File: config.mk
export PLATFORM = sky130hd
export DESIGN_NAME = cray_mem_arb
export DESIGN_NICKNAME = d
export VERILOG_FILES = /design/src/rtl/cray_mem_pkg.sv /design/src/rtl/cray_mem_arb_pick.sv /design/src/rtl/cray_mem_arb.sv
export SDC_FILE = /design/constraint.sdc
export NUM_CORES = 1
export LEC_CHECK = 0
export CORE_AREA = 3 3 153 155
export CTS_BUF_LIST = sky130_fd_sc_hd__clkbuf_8
export DETAILED_ROUTE_END_ITERATION = 8
export DIE_AREA = 0 0 156 158
export SYNTH_ARGS = -nofsm -noshare
export SYNTH_HDL_FRONTEND = slang
export SYNTH_SLANG_ARGS = --single-unit
File: constraint.sdc
create_clock -name clk -period 1.1 [get_ports clk]
set_input_delay 0.22 -clock clk [delete_from_list [all_inputs] [get_ports clk]]
set_output_delay 0.22 -clock clk [all_outputs]
set_load 0.01 [all_outputs]
File: src/rtl/cray_mem_pkg.sv
// cray_mem_pkg
// Shared constants and types for the Cray-1 main-memory arbiter slice.
//   CRAY_ADDR_W / CRAY_WORD_W : default word-address and word widths
//   ARB_FIXED / ARB_RR        : arbitration policy selectors
//   mem_tag_t                 : read-return tag {vld, port_id}
//   next_port()               : wrap-around successor of a port index
package cray_mem_pkg;

  localparam int unsigned CRAY_ADDR_W  = 22;
  localparam int unsigned CRAY_WORD_W  = 64;

  localparam int unsigned ARB_FIXED    = 0;
  localparam int unsigned ARB_RR       = 1;

  localparam int unsigned PORT_ID_W    = 3;
  localparam int unsigned STARVE_CNT_W = 4;

  typedef struct packed {
    logic                 vld;
    logic [PORT_ID_W-1:0] port_id;
  } mem_tag_t;

  // (k + 1) mod n for a port index k < n
  function automatic logic [PORT_ID_W-1:0] next_port(input logic [PORT_ID_W-1:0] k,
                                                     input int unsigned          n);
    if (32'(k) + 1 >= n) return '0;
    return k + 1'b1;
  endfunction

endpackage

File: src/rtl/cray_mem_arb_pick.sv
// cray_mem_arb_pick
// Combinational rotating-priority one-hot picker. The search begins at
// port `start` and wraps from NUM_PORTS-1 back to 0; the first requesting
// port wins. A start of 0 gives plain fixed priority.
//   req    in  NUM_PORTS  request vector
//   start  in  3          highest-priority port index
//   gnt    out NUM_PORTS  one-hot grant (0 when no request)
//   gnt_id out 3          index of the granted port
//   any    out 1          a port was granted
module cray_mem_arb_pick
  import cray_mem_pkg::*;
#(
  parameter int unsigned NUM_PORTS = 2
) (
  input  logic [NUM_PORTS-1:0] req,
  input  logic [PORT_ID_W-1:0] start,
  output logic [NUM_PORTS-1:0] gnt,
  output logic [PORT_ID_W-1:0] gnt_id,
  output logic                 any
);

  localparam int unsigned IDX_W = (NUM_PORTS > 1) ? $clog2(NUM_PORTS) : 1;

  logic [IDX_W-1:0] sel;

  always_comb begin
    gnt    = '0;
    gnt_id = '0;
    any    = 1'b0;
    sel    = '0;
    for (int unsigned i = 0; i < NUM_PORTS; i++) begin
      sel = IDX_W'((32'(start) + i) % NUM_PORTS);
      if (!any && req[sel]) begin
        gnt[sel] = 1'b1;
        gnt_id   = PORT_ID_W'(sel);
        any      = 1'b1;
      end
    end
  end

endmodule

File: src/rtl/cray_mem_arb.sv
// cray_mem_arb
// Shares the single Cray-1 main-memory port between NUM_PORTS requesters.
// Grant is combinational (fixed priority or round robin); the memory bus is
// muxed from the granted port; a RD_LAT-deep tag pipeline routes each read's
// valid strobe back to the port that issued it.
// Optional starvation guard: define CRAY_MEM_ARB_STARVE_GUARD_EN to add a
// 4-bit saturating wait counter per port; any requester whose count has
// reached STARVE_LIMIT preempts the policy (lowest index first).
// Ports:
//   clk, rst_n            clock, async active-low reset
//   i_req/i_wr_en         per-port request / write flag (0 = read)
//   i_addr/i_wr_data      per-port address / write data, port k at [k*W +: W]
//   o_gnt                 one-hot grant, same cycle as request
//   o_rd_vld/o_rd_data    one-hot read-return strobe / broadcast read data
//   o_mem_*               memory address, write data, write enable, chip enable
//   i_mem_rd_data/i_mem_vld  memory read data and valid
module cray_mem_arb
  import cray_mem_pkg::*;
#(
  parameter int unsigned NUM_PORTS    = 2,
  parameter int unsigned ADDR_W       = CRAY_ADDR_W,
  parameter int unsigned DATA_W       = CRAY_WORD_W,
  parameter int unsigned RD_LAT       = 1,
  parameter int unsigned ARB_MODE     = ARB_FIXED,
  parameter int unsigned STARVE_LIMIT = 15
) (
  input  logic                        clk,
  input  logic                        rst_n,
  input  logic [NUM_PORTS-1:0]        i_req,
  input  logic [NUM_PORTS*ADDR_W-1:0] i_addr,
  input  logic [NUM_PORTS-1:0]        i_wr_en,
  input  logic [NUM_PORTS*DATA_W-1:0] i_wr_data,
  output logic [NUM_PORTS-1:0]        o_gnt,
  output logic [NUM_PORTS-1:0]        o_rd_vld,
  output logic [DATA_W-1:0]           o_rd_data,
  output logic [ADDR_W-1:0]           o_mem_addr,
  output logic [DATA_W-1:0]           o_mem_wr_data,
  output logic                        o_mem_wr_en,
  output logic                        o_mem_ce,
  input  logic [DATA_W-1:0]           i_mem_rd_data,
  input  logic                        i_mem_vld
);

  if (NUM_PORTS < 2 || NUM_PORTS > 8 || RD_LAT < 1 || RD_LAT > 8 ||
      STARVE_LIMIT > (2**STARVE_CNT_W) - 1) begin : g_bad_param
    $error("cray_mem_arb: parameter out of range");
  end

  logic [PORT_ID_W-1:0] rr_ptr;
  logic [PORT_ID_W-1:0] start;
  logic [NUM_PORTS-1:0] pol_gnt;
  logic [PORT_ID_W-1:0] pol_id;
  logic                 pol_any;

  logic [NUM_PORTS-1:0] gnt;
  logic [PORT_ID_W-1:0] win_id;
  logic                 win_any;
  logic                 win_wr;

  mem_tag_t             tag_pipe [RD_LAT];
  mem_tag_t             tag_last;

  assign start = (ARB_MODE == ARB_RR) ? rr_ptr : '0;

  cray_mem_arb_pick #(.NUM_PORTS(NUM_PORTS)) u_pick_policy (
    .req    (i_req),
    .start  (start),
    .gnt    (pol_gnt),
    .gnt_id (pol_id),
    .any    (pol_any)
  );

`ifdef CRAY_MEM_ARB_STARVE_GUARD_EN
  logic [STARVE_CNT_W-1:0] wait_cnt [NUM_PORTS];
  logic [NUM_PORTS-1:0]    starved;
  logic [NUM_PORTS-1:0]    stv_gnt;
  logic [PORT_ID_W-1:0]    stv_id;
  logic                    stv_any;

  // Only ports still requesting may preempt, so the grant stays a subset of i_req.
  always_comb begin
    starved = '0;
    for (int unsigned k = 0; k < NUM_PORTS; k++)
      starved[k] = i_req[k] && (32'(wait_cnt[k]) >= STARVE_LIMIT);
  end

  cray_mem_arb_pick #(.NUM_PORTS(NUM_PORTS)) u_pick_starve (
    .req    (starved),
    .start  ('0),
    .gnt    (stv_gnt),
    .gnt_id (stv_id),
    .any    (stv_any)
  );

  always_comb begin
    gnt     = stv_any ? stv_gnt : pol_gnt;
    win_id  = stv_any ? stv_id  : pol_id;
    win_any = stv_any | pol_any;
  end

  always_ff @(posedge clk or negedge rst_n) begin
    if (!rst_n) begin
      for (int unsigned k = 0; k < NUM_PORTS; k++) wait_cnt[k] <= '0;
    end else begin
      for (int unsigned k = 0; k < NUM_PORTS; k++) begin
        if (gnt[k])
          wait_cnt[k] <= '0;
        else if (i_req[k] && (wait_cnt[k] != '1))
          wait_cnt[k] <= wait_cnt[k] + 1'b1;
      end
    end
  end
`else
  always_comb begin
    gnt     = pol_gnt;
    win_id  = pol_id;
    win_any = pol_any;
  end
`endif

  assign o_gnt    = gnt;
  assign o_mem_ce = |i_req;

  always_comb begin
    o_mem_addr    = '0;
    o_mem_wr_data = '0;
    o_mem_wr_en   = 1'b0;
    win_wr        = 1'b0;
    for (int unsigned k = 0; k < NUM_PORTS; k++) begin
      if (gnt[k]) begin
        o_mem_addr    = i_addr[k*ADDR_W +: ADDR_W];
        o_mem_wr_data = i_wr_data[k*DATA_W +: DATA_W];
        o_mem_wr_en   = i_wr_en[k];
        win_wr        = i_wr_en[k];
      end
    end
  end

  always_ff @(posedge clk or negedge rst_n) begin
    if (!rst_n)
      rr_ptr <= '0;
    else if (win_any)
      rr_ptr <= next_port(win_id, NUM_PORTS);
  end

  // Stage 0 always takes the winner id; only vld distinguishes a read.
  always_ff @(posedge clk or negedge rst_n) begin
    if (!rst_n) begin
      for (int unsigned i = 0; i < RD_LAT; i++) tag_pipe[i] <= '0;
    end else begin
      tag_pipe[0] <= '{vld: win_any && !win_wr, port_id: win_id};
      for (int unsigned i = 1; i < RD_LAT; i++) tag_pipe[i] <= tag_pipe[i-1];
    end
  end

  assign tag_last  = tag_pipe[RD_LAT-1];
  assign o_rd_data = i_mem_rd_data;

  always_comb begin
    o_rd_vld = '0;
    for (int unsigned k = 0; k < NUM_PORTS; k++)
      o_rd_vld[k] = i_mem_vld && tag_last.vld && (tag_last.port_id == PORT_ID_W'(k));
  end

endmodule

**After elaboration in Yosys (flattened, before gate mapping)**

Cells that the tools add are included.

- Equal/unequal tests: 1
- Muxes and demuxes: 11
- Reduce and logical (&&, ||, !) cells: 9

Operators by type and width:

| cell | number |
|---|---|
| two-way mux 64 bit | 2 |
| two-way mux 22 bit | 2 |
| two-way mux 1 bit | 6 |
| logical AND 1 bit | 5 |
| == test 3 x 1 -> 1 bit, second input constant | 1 |
| logical NOT 3 bit | 1 |
| logical NOT 1 bit | 2 |
| two-way mux 2 bit | 1 |
| OR reduction 2 bit | 1 |

- Register bits: 4
- Input port bits: 243
- Output and inout port bits: 156
- Logic and storage cells: 23

**Depth between registers and ports, before layout**

Gate-level depths: netlist of run 1.

- Depth in word-level cells: 8
- Mapped depth: 5
- Gate-level depth less buffers: 2

**Cells and area by module**

Synthesis of run 1 repeated with hierarchy kept, for this count alone.

- Cells, all modules: 193
- Area, all modules: 1572.8 um2

Modules (own cells, without submodules):

| module | instances | cells each | area each (um2) | sequential area each (um2) |
|---|---|---|---|---|
| cray_mem_arb | 1 | 185 | 1521.5 | 100.1 |
| cray_mem_arb_pick | 1 | 8 | 51.3 | 0.0 |

**Worst setup path after synthesis of run 1**

No wires, ideal clock.

- Kind: input to output
- Start: in i_req[1]
- End: out o_mem_ce
- Arrival: 0.813 ns
- Data required time: 0.880 ns
- Setup slack: 0.067 ns
- Stages on the path: 4
- Path buffers: 3
- Path through: buf_6 -> buf_6 -> buf_6 -> or2_1

- Word-level cells in the longest chain between the ends: 1

Ends and longest elaborated chain:

| what | RTL line | RTL |
|---|---|---|
| start, declared | cray_mem_arb.sv:29 | `input logic [NUM_PORTS-1:0] i_req,` |
| OR reduction 2 bit | cray_mem_arb.sv:122 | `assign o_mem_ce = \|i_req;` |
| end, declared | cray_mem_arb.sv:39 | `output logic o_mem_ce,` |

Every way passes these cells.

**Final worst setup path of run 1**

- Start: in i_req[0]
- End: out o_mem_addr[21]

- Word-level cells in the longest chain between the ends: 5

Ends and longest elaborated chain:

| what | RTL line | RTL |
|---|---|---|
| two-way mux 1 bit | cray_mem_arb_pick.sv:33 | `if (!any && req[sel]) begin` |
| logical NOT 1 bit | cray_mem_arb_pick.sv:33 |  |
| logical AND 1 bit | cray_mem_arb_pick.sv:33 |  |
| two-way mux 2 bit * | cray_mem_arb_pick.sv:33 |  |
| two-way mux 22 bit * | cray_mem_arb.sv:130 | `if (gnt[k]) begin` |
| end, declared | cray_mem_arb.sv:36 | `output logic [ADDR_W-1:0] o_mem_addr,` |

Every way passes the cells marked *; elsewhere a longest branch is shown, timed or not.

==> results of run 1 <==
-- per-stage QoR --
stage                     cell area, sq um  cells  hold slack [ns]
final                                 5310    886            0.172
after global routing                  5300    884            0.177
after CTS                             4800    879            0.167
after detailed placement              4510    846            0.391
after global placement                4510    846            0.392
after floorplan                       1840    359          -0.0756
-- what timing repair did --
| item | in CTS | in global routing |
|---|---|---|
| setup buffers | 21 | 8 |
| cloned | 11 | 4 |
| resized for setup | 637 | 125 |
| pin swaps | 127 | 65 |
| endpoints found under the setup margin | 92 | 90 |
| hold buffers | 0 | 0 |
-- placed cells by master, fill, tap and decap left out --
cell / instances
a22o_1: 4
and2b_2: 1
and3_1: 1
buf_12: 10
buf_16: 8
buf_2: 85
buf_4: 16
buf_6: 22
buf_8: 12
bufbuf_16: 2
clkbuf_16: 4
clkbuf_8: 3
clkdlybuf4s15_1: 1
clkdlybuf4s50_1: 60
dfrtp_1: 2
diode_2: 2
dlygate4sd2_1: 103
dlymetal6s2s_1: 13
inv_1: 1
nand2_1: 100
nand2_2: 42
nand2_4: 27
nor2_1: 2
o21ai_1: 42
o21ai_2: 37
o21ai_4: 5
or2_1: 1
-- how the worst min path moves through the flow --
stage / slack [ns] / start / cells after the start / to
floorplan: -0.08 / rst_n / 0 / tag_last[0]$_DFF_PN0_
global placement: 0.39 / rst_n / 1 / tag_last[0]$_DFF_PN0_
detailed placement: 0.39 / rst_n / 1 / tag_last[0]$_DFF_PN0_
CTS: 0.17 / rst_n / 1 / tag_last[3]$_DFF_PN0_
global route: 0.18 / rst_n / 1 / tag_last[3]$_DFF_PN0_
finish: 0.17 / rst_n / 1 / tag_last[3]$_DFF_PN0_
-- cells by family (layout without fill, tap and decap cells) --
logic type      count (synthesis)  in the layout  synth area share [%]
other cells                     0              2                     0
buf+inv                        95            340                  36.6
compound gates                 88             88                  24.7
flops                           2              2                  2.72
simple gates                  174            174                  36.0
-- critical path, stage by stage --
cell	delay [ns]
buf_16	0.12
buf_12	0.13
and2b_2	0.26
a22o_1	0.18
buf_2	0.13
-- routing by layer --
metal / vias to the layer above / wire length [um]
met5: - / 0
met4: 0 / 368
met3: 42 / 1700
met2: 219 / 6860
met1: 1411 / 4680
li1: 1590 / -
-- final cells by class --
class                      count  area (sq um)  area share (%)
sequential                     2          50.0           0.943
tap                          280           350            6.60
clock buffer                   3          41.3           0.778
multi-input combinational    262          1620            30.6
antenna                        2          5.00          0.0943
inverter                       1          3.75          0.0707
timing repair buffer         336          3230            61.0
-- Yosys cell counts, drive strengths merged --
cell type and n:
nor2 2, or2 1, inv 1, and2b 1, a22o 4, nand2 169, dfrtp 2, and3 1
o21ai 84, clkbuf 1, buf 93
-- power groups by stage --
stage / combinational [mW] / sequential [mW] / clock (mW)
3_3_place_gp: 1.79 / 0.0811 / 0
4_1_cts: 1.85 / 0.0808 / 0.299
3_5_place_dp: 1.79 / 0.0815 / 0
6_report: 2.03 / 0.0807 / 0.289
2_1_floorplan: 0.764 / 0.0809 / 0
5_1_grt: 2.18 / 0.0816 / 0.305
==> impl_metrics.env, run 1 <==
export IMPL_synth_top_cell_area_share_pct=34.5
export IMPL_antenna_found_initial=2
export IMPL_critPathRequiredTime_ns=0.88
export IMPL_ioPinCount=399
export IMPL_use_met3_pct=3.99
export IMPL_grt_usage_pct=9.49
export IMPL_syn_to_final_growth_pct=188
export IMPL_gr_usage_met2_pct=17.3
export IMPL_synth_seq_area_share_pct=2.72
export IMPL_die_y_um=158
export IMPL_cts_root_buf="clkbuf_8"
export IMPL_clock_sinks=2
export IMPL_drv_cap=0
export IMPL_syn_cell_area_sq_mm=0.00184
export IMPL_synth_cells=359
export IMPL_synth_area_leaders="nand2_1 (34%), buf_4 (27%), o21ai_0 (13%), o21ai_1 (10%), buf_2 (6.0%)"
export IMPL_relSlewSlack_pct=87.2
export IMPL_fin_setup_tns_ns=-5.82
export IMPL_drc=0
export IMPL_yosysWarnings=0
export IMPL_overflow=0
export IMPL_start_util_pct=8.38
export IMPL_power_leakage_nw=2.70
export IMPL_synth_cell_types=14
export IMPL_routed_wl_um=13600
export IMPL_crit_end="o_mem_addr[21]"
export IMPL_pwr_share_clk_pct=12.1
export IMPL_crit_arrival_ns=1.04
export IMPL_final_nets=849
export IMPL_grt_setup_unrepaired="yes"
export IMPL_end_kind="output port"
export IMPL_power_total_mw=2.40
export IMPL_clkTransAtPathRegs_ns=0.03
export IMPL_criticalPathCategory="primary input to output port"
export IMPL_cts_path_max_buffers=2
export IMPL_fin_util_pct=24.2
export IMPL_rows=54
export IMPL_fmax_ghz=0.793
export IMPL_worstSetupStartpointType="primary input"
export IMPL_intPower_mw=1.47
export IMPL_drive_above_1_share_pct=45.4
export IMPL_syn_avg_cell_area_sq_um=5.13
export IMPL_fillCellCount=2471
export IMPL_largest_register_ffs=2
export IMPL_dr_pass1_iters=4
export IMPL_hp_class="primary input to asynchronous set/reset pin"
export IMPL_finalHoldViolations=0
export IMPL_cp_max_fo=6
export IMPL_violations="setup timing"
export IMPL_die_x_um=156
export IMPL_worst_pin_slew_ns=0.192
export IMPL_p_switching_uw=930
export IMPL_post_place_ws_ns=-0.661
export IMPL_period_needed_ns=1.26
export IMPL_dp_hpwl_um=8920
export IMPL_use_met1_pct=9.99
export IMPL_synth_top_area_cell="nand2_1"
export IMPL_grt_max_degree=18
export IMPL_busiest_layer="met2"
export IMPL_setup_viol=87
export IMPL_ir_worst_vdd_uv=247
export IMPL_setup_ws_ns=-0.161
export IMPL_netSwitchingFraction_pct=38.8
export IMPL_die_area_sq_mm=0.0246
export IMPL_crit_start="i_req[0]"
export IMPL_viasPerCell=3.68
export IMPL_h_tree_depth=1
export IMPL_cts_buffers=3
export IMPL_status="complete, but fails checks"
export IMPL_initialDrtViolationCount=118
export IMPL_coreArea_sq_mm=0.0220
export IMPL_grt_pass1_vias=3051
export IMPL_gp_congestion=0.696
export IMPL_period_share_pct=115
export IMPL_pwr_share_comb_pct=84.6
export IMPL_wl_per_cell_um=15.4
export IMPL_postSynthNetCount=602
export IMPL_portBuffers=270
export IMPL_num_vias=3262
export IMPL_slew_violations=0
export IMPL_p_per_area_mw_per_mm2=452
export IMPL_tritoncts="built"
export IMPL_synth_seq_cells=2
export IMPL_grt_first_pass_wirelength_um=17600
export IMPL_power_frac_seq_pct=3.4
export IMPL_antenna_left=0
(Power assumes the default switching activity.)
==> inputs of run 2 (changes only) <==
--- a/config.mk
+++ b/config.mk
@@ -5,10 +5,12 @@
 export SDC_FILE = /design/constraint.sdc
 export NUM_CORES = 1
 export LEC_CHECK = 0
-export CORE_AREA = 3 3 153 155
+export CORE_AREA = 2 2 157 159
 export CTS_BUF_LIST = sky130_fd_sc_hd__clkbuf_8
+export CTS_CLUSTER_SIZE = 30
 export DETAILED_ROUTE_END_ITERATION = 8
-export DIE_AREA = 0 0 156 158
+export DIE_AREA = 0 0 159 161
 export SYNTH_ARGS = -nofsm -noshare
 export SYNTH_HDL_FRONTEND = slang
 export SYNTH_SLANG_ARGS = --single-unit
+export TNS_END_PERCENT = 5
==> run 2 against run 1 <==
Against the previous run:
- the run still ends with setup timing left
- combinational power fell by 15%
- worst hold slack better by 0.010 ns
- core utilization decreased by 5.1 points
- highest routed layer unchanged
- largest cell class unchanged
- critical path depth rose by 2
- routed wire length shrank 20%
- cell count up 2.0%
- critical path type unchanged
==> impl_metrics.env, run 2 (same netlist as run 1, synthesis figures left out) <==
export IMPL_status="complete, but fails checks"
export IMPL_violations="setup timing"
export IMPL_grt_usage_pct=8.05
export IMPL_critPathRequiredTime_ns=0.88
export IMPL_finalHoldViolations=0
export IMPL_antenna_left=0
export IMPL_dp_hpwl_um=8630
export IMPL_relSlewSlack_pct=85.7
export IMPL_largest_register_ffs=2
export IMPL_drc=0
export IMPL_antenna_found_initial=0
export IMPL_intPower_mw=1.34
export IMPL_grt_first_pass_wirelength_um=16600
export IMPL_setup_viol=87
export IMPL_pwr_share_clk_pct=13.6
export IMPL_rows=57
export IMPL_start_util_pct=7.68
export IMPL_coreArea_sq_mm=0.0240
export IMPL_period_share_pct=113
export IMPL_num_antenna_cells=0
export IMPL_netSwitchingFraction_pct=36.1
export IMPL_initialDrtViolationCount=71
export IMPL_portBuffers=270
export IMPL_crit_start="i_req[0]"
export IMPL_syn_to_final_growth_pct=148
export IMPL_clkTransAtPathRegs_ns=0.03
export IMPL_ioPinCount=399
export IMPL_grt_pass1_vias=3194
export IMPL_fmax_ghz=0.802
export IMPL_cts_root_buf="clkbuf_8"
export IMPL_crit_arrival_ns=1.03
export IMPL_drive_above_1_share_pct=30.2
export IMPL_grt_setup_unrepaired="yes"
export IMPL_die_x_um=159
export IMPL_fin_cells=904
export IMPL_post_place_ws_ns=-0.724
export IMPL_viasPerCell=3.44
export IMPL_fin_util_pct=19.0
export IMPL_hp_class="primary input to asynchronous set/reset pin"
export IMPL_dr_pass1_iters=4
export IMPL_mostFrequentLayoutCell="nand2_1"
export IMPL_criticalPathCategory="primary input to output port"
export IMPL_period_needed_ns=1.25
export IMPL_cp_max_fo=7
export IMPL_cts_buffers=3
export IMPL_p_switching_uw=757
export IMPL_end_kind="output port"
export IMPL_mostFrequentLayoutCells="nand2_1 (159), clkdlybuf4s50_1 (141), buf_2 (90)"
export IMPL_die_y_um=161
export IMPL_h_tree_depth=1
export IMPL_slew_violations=0
export IMPL_fin_hold_ws_ns=0.182
export IMPL_grt_max_degree=46
export IMPL_overflow=0
export IMPL_pwr_share_comb_pct=82.6
export IMPL_power_frac_seq_pct=3.8
export IMPL_setup_ws_ns=-0.147
export IMPL_tritoncts="built"
export IMPL_worstSetupStartpointType="primary input"
export IMPL_place_inst=889
export IMPL_routed_wl_um=10900
export IMPL_p_per_area_mw_per_mm2=459
export IMPL_final_nets=825
export IMPL_worst_pin_slew_ns=0.214
export IMPL_num_vias=3108
export IMPL_drv_cap=0
export IMPL_die_area_sq_mm=0.0256
export IMPL_power_total_mw=2.10
export IMPL_wl_per_cell_um=12.1
export IMPL_power_leakage_nw=2.11
export IMPL_ir_worst_vdd_uv=251
export IMPL_cts_path_max_buffers=2
export IMPL_clock_sinks=2
export IMPL_cts_hold_buf=0
export IMPL_gp_congestion=0.771
run 2: cell count changes in the layout (fill, tap and decap cells not counted), sizes merged:
| cell | change |
|---|---|
| clkbuf | -4 |
| dlymetal6s2s | -9 |
| dlygate4sd2 | -72 |
| clkdlybuf4s15 | -1 |
| diode | -2 |
| clkdlybuf4s50 | +81 |
| bufbuf | -1 |
| buf | -18 |
run 2: per-stage QoR:
stage	setup TNS (ns)	area, sq um
after floorplan	0	1840
after global placement	-50.88	4610
after detailed placement	-51.69	4610
after CTS	-9.14	4490
after global routing	-12.83	4560
final	-8.05	4560
run 2: worst max path at each step:
stage	end	slack (ns)	depth (start not counted)
after floorplan	o_mem_ce	0.07	4
after global placement	o_mem_addr[12]	-0.73	4
after detailed placement	o_mem_addr[12]	-0.72	4
after CTS	o_mem_wr_data[48]	-0.17	7
after global routing	o_mem_wr_data[40]	-0.19	6
final	o_mem_wr_data[37]	-0.15	7
run 2: what timing repair did:
item,CTS,global route
gates cloned,3,0
setup endpoints to repair,92,89
setup buffers,9,0
pin swaps,29,8
resized for setup,502,25
run 2: power groups by stage:
stage          Clock [mW]  Combinational (mW)  Sequential [mW]
3_5_place_dp            0                1.82           0.0813
3_3_place_gp            0                1.82           0.0811
2_1_floorplan           0               0.764           0.0809
4_1_cts             0.296                1.73           0.0806
6_report            0.285                1.73           0.0805
5_1_grt             0.299                1.89           0.0809
run 2: critical path, cell delays in order:
cell	delay, ns
buf_12	0.12
buf_16	0.15
buf_4	0.14
buf_4	0.13
nand2_1	0.05
o21ai_0	0.07
buf_2	0.14
run 2: layout make-up:
cell class              count  area (sq um)
clock buffers               3          41.3
fillers                  2803         19400
inverters                   1          3.75
multi-input cells         262          1250
flip-flops and latches      2          50.0
well taps                 324           405
repair buffers            312          2810
run 2: routing by layer:
| layer | GRT usage [%] | share of wire [%] | up-vias |
|---|---|---|---|
| met4 | 4.79 | 5.9 | 0 |
| met3 | 3.03 | 11 | 46 |
| li1 | - | - | 1531 |
| met2 | 14.9 | 49 | 217 |
| met1 | 7.60 | 33 | 1314 |
| met5 | 0 | 0 | - |
==> inputs of run 3 (changes only) <==
--- a/config.mk
+++ b/config.mk
@@ -5,11 +5,11 @@
 export SDC_FILE = /design/constraint.sdc
 export NUM_CORES = 1
 export LEC_CHECK = 0
-export CORE_AREA = 2 2 157 159
+export CORE_AREA = 2 2 156 158
 export CTS_BUF_LIST = sky130_fd_sc_hd__clkbuf_8
 export CTS_CLUSTER_SIZE = 30
 export DETAILED_ROUTE_END_ITERATION = 8
-export DIE_AREA = 0 0 159 161
+export DIE_AREA = 0 0 158 160
 export SYNTH_ARGS = -nofsm -noshare
 export SYNTH_HDL_FRONTEND = slang
 export SYNTH_SLANG_ARGS = --single-unit
==> constraint.sdc (replaced) <==
create_clock -name clk -period 1.05 [get_ports clk]
set_input_delay 0.21 -clock clk [delete_from_list [all_inputs] [get_ports clk]]
set_output_delay 0.21 -clock clk [all_outputs]
set_load 0.01 [all_outputs]
==> run 3 against run 2 <==
Against the previous run:
- the flow still finishes with violations (setup timing)
- sequential share of layout area hardly changed
- total power is 9.7% higher
- cell area is 4.3% higher
- flip-flop and latch count stayed put
- die area is 1.2% lower
- routed wire length is 7.2% higher
- critical path depth is 2 lower
- cell count is 0.66% higher
- sequential power is 5.0% higher
- highest routed layer unchanged
==> impl_metrics.env, run 3 (same netlist as run 1, synthesis figures left out) <==
export IMPL_status="complete, but fails checks"
export IMPL_violations="setup timing"
export IMPL_worst_pin_slew_ns=0.150
export IMPL_clkTransAtPathRegs_ns=0.03
export IMPL_clock_sinks=2
export IMPL_tritoncts="built"
export IMPL_start_util_pct=7.73
export IMPL_antenna_found_initial=0
export IMPL_die_x_um=158
export IMPL_fin_util_pct=20.0
export IMPL_ioPinCount=399
export IMPL_mostFrequentLayoutCell="nand2_1"
export IMPL_cts_root_buf="clkbuf_8"
export IMPL_grt_max_degree=27
export IMPL_finalHoldViolations=0
export IMPL_setup_viol=90
export IMPL_dp_hpwl_um=8220
export IMPL_dr_pass1_iters=4
export IMPL_ir_worst_vdd_uv=238
export IMPL_worstSetupStartpointType="primary input"
export IMPL_syn_to_final_growth_pct=159
export IMPL_wl_per_cell_um=12.9
export IMPL_power_leakage_nw=2.24
export IMPL_p_per_area_mw_per_mm2=483
export IMPL_post_place_ws_ns=-0.729
export IMPL_criticalPathCategory="primary input to output port"
export IMPL_portBuffers=270
export IMPL_fin_hold_ws_ns=0.164
export IMPL_drc=0
export IMPL_h_tree_depth=1
export IMPL_cp_max_fo=8
export IMPL_viasPerCell=3.42
export IMPL_grt_pass1_vias=2981
export IMPL_crit_arrival_ns=1.07
export IMPL_antenna_left=0
export IMPL_drv_cap=0
export IMPL_routed_wl_um=11700
export IMPL_grt_first_pass_wirelength_um=15900
export IMPL_coreArea_sq_mm=0.0238
export IMPL_die_area_sq_mm=0.0253
export IMPL_dpl_cell_area_sq_mm=0.00464
export IMPL_largest_register_ffs=2
export IMPL_hp_class="primary input to asynchronous set/reset pin"
export IMPL_grt_setup_unrepaired="yes"
export IMPL_die_y_um=160
export IMPL_setup_ws_ns=-0.231
export IMPL_end_kind="output port"
export IMPL_cts_hold_buf=0
export IMPL_mostFrequentLayoutCells="nand2_1 (157), clkdlybuf4s50_1 (149), buf_2 (86)"
export IMPL_fmax_ghz=0.780
export IMPL_final_area_sq_mm=0.00476
export IMPL_period_needed_ns=1.28
export IMPL_period_share_pct=122
export IMPL_critPathRequiredTime_ns=0.84
export IMPL_slew_violations=0
export IMPL_overflow=0
export IMPL_drive_above_1_share_pct=30.9
export IMPL_final_nets=831
export IMPL_rows=57
export IMPL_grt_usage_pct=8.26
export IMPL_num_vias=3108
export IMPL_relSlewSlack_pct=90.0
export IMPL_initialDrtViolationCount=102
export IMPL_gp_congestion=0.733
export IMPL_cts_buffers=3
export IMPL_power_total_mw=2.30
export IMPL_cts_path_max_buffers=2
export IMPL_num_antenna_cells=0
[run 3: cell count changes in the layout (fill, tap and decap cells not counted), sizes merged]
cell / delta
buf: +4
bufbuf: +1
clkdlybuf4s50: +8
dlygate4sd2: -15
dlymetal6s2s: +8
[run 3: where the power goes]
group | internal [mW] | switching [mW] | total (mW) | leakage, nW
clock | 0.242 | 0.0563 | 0.298 | 0.0216
combinational | 1.16 | 0.759 | 1.92 | 2.20
sequential | 0.0825 | 0.00196 | 0.0845 | 0.0253
total | 1.48 | 0.817 | 2.30 | 2.24
[run 3: how the worst max path moves through the flow]
| stage | start | end | slack, ns | cells after the start |
|---|---|---|---|---|
| 6_report | i_req[0] | o_mem_addr[20] | -0.23 | 5 |
| 5_1_grt | i_req[0] | o_mem_addr[21] | -0.25 | 5 |
| 4_1_cts | i_req[0] | o_mem_addr[20] | -0.23 | 5 |
| 3_5_place_dp | i_wr_data[87] | o_mem_wr_data[23] | -0.73 | 4 |
| 3_3_place_gp | i_wr_data[100] | o_mem_wr_data[36] | -0.74 | 4 |
| 2_1_floorplan | i_req[1] | o_mem_ce | 0.04 | 4 |
[run 3: per-stage QoR]
step                TNS (ns)  std cells
floorplan                  0        359
global placement      -53.75        893
detailed placement    -54.21        893
CTS                   -12.43        909
global route          -15.09        910
finish                -10.88        910
[run 3: area by class of cell]
| cell class | instances | area, sq um |
|---|---|---|
| Tap cell | 324 | 405 |
| Fill cell | 2754 | 19100 |
| Multi-Input combinational cell | 262 | 1250 |
| Inverter | 1 | 3.75 |
| Clock buffer | 3 | 41.3 |
| Sequential cell | 2 | 50.0 |
| Timing Repair Buffer | 318 | 3010 |
[run 3: layer usage]
layer	wire, um	vias to the layer above	global-route usage (%)	share of wire [%]
met4	467	0	3.52	4.0
met5	0	-	0	0
li1	-	1546	-	-
met3	1160	42	2.09	9.9
met2	5500	199	14.7	47
met1	4580	1321	9.19	39
[run 3: timing repair]
item	in CTS	in global routing
pin swaps	19	9
resized for setup	467	52
gates cloned	7	0
setup buffers	6	1
setup endpoints to repair	92	91
[run 3: critical path, stage by stage]
cell and delay [ns]:
buf_16 0.12, and2b_2 0.26, buf_12 0.13, a22o_1 0.21
buf_6 0.14
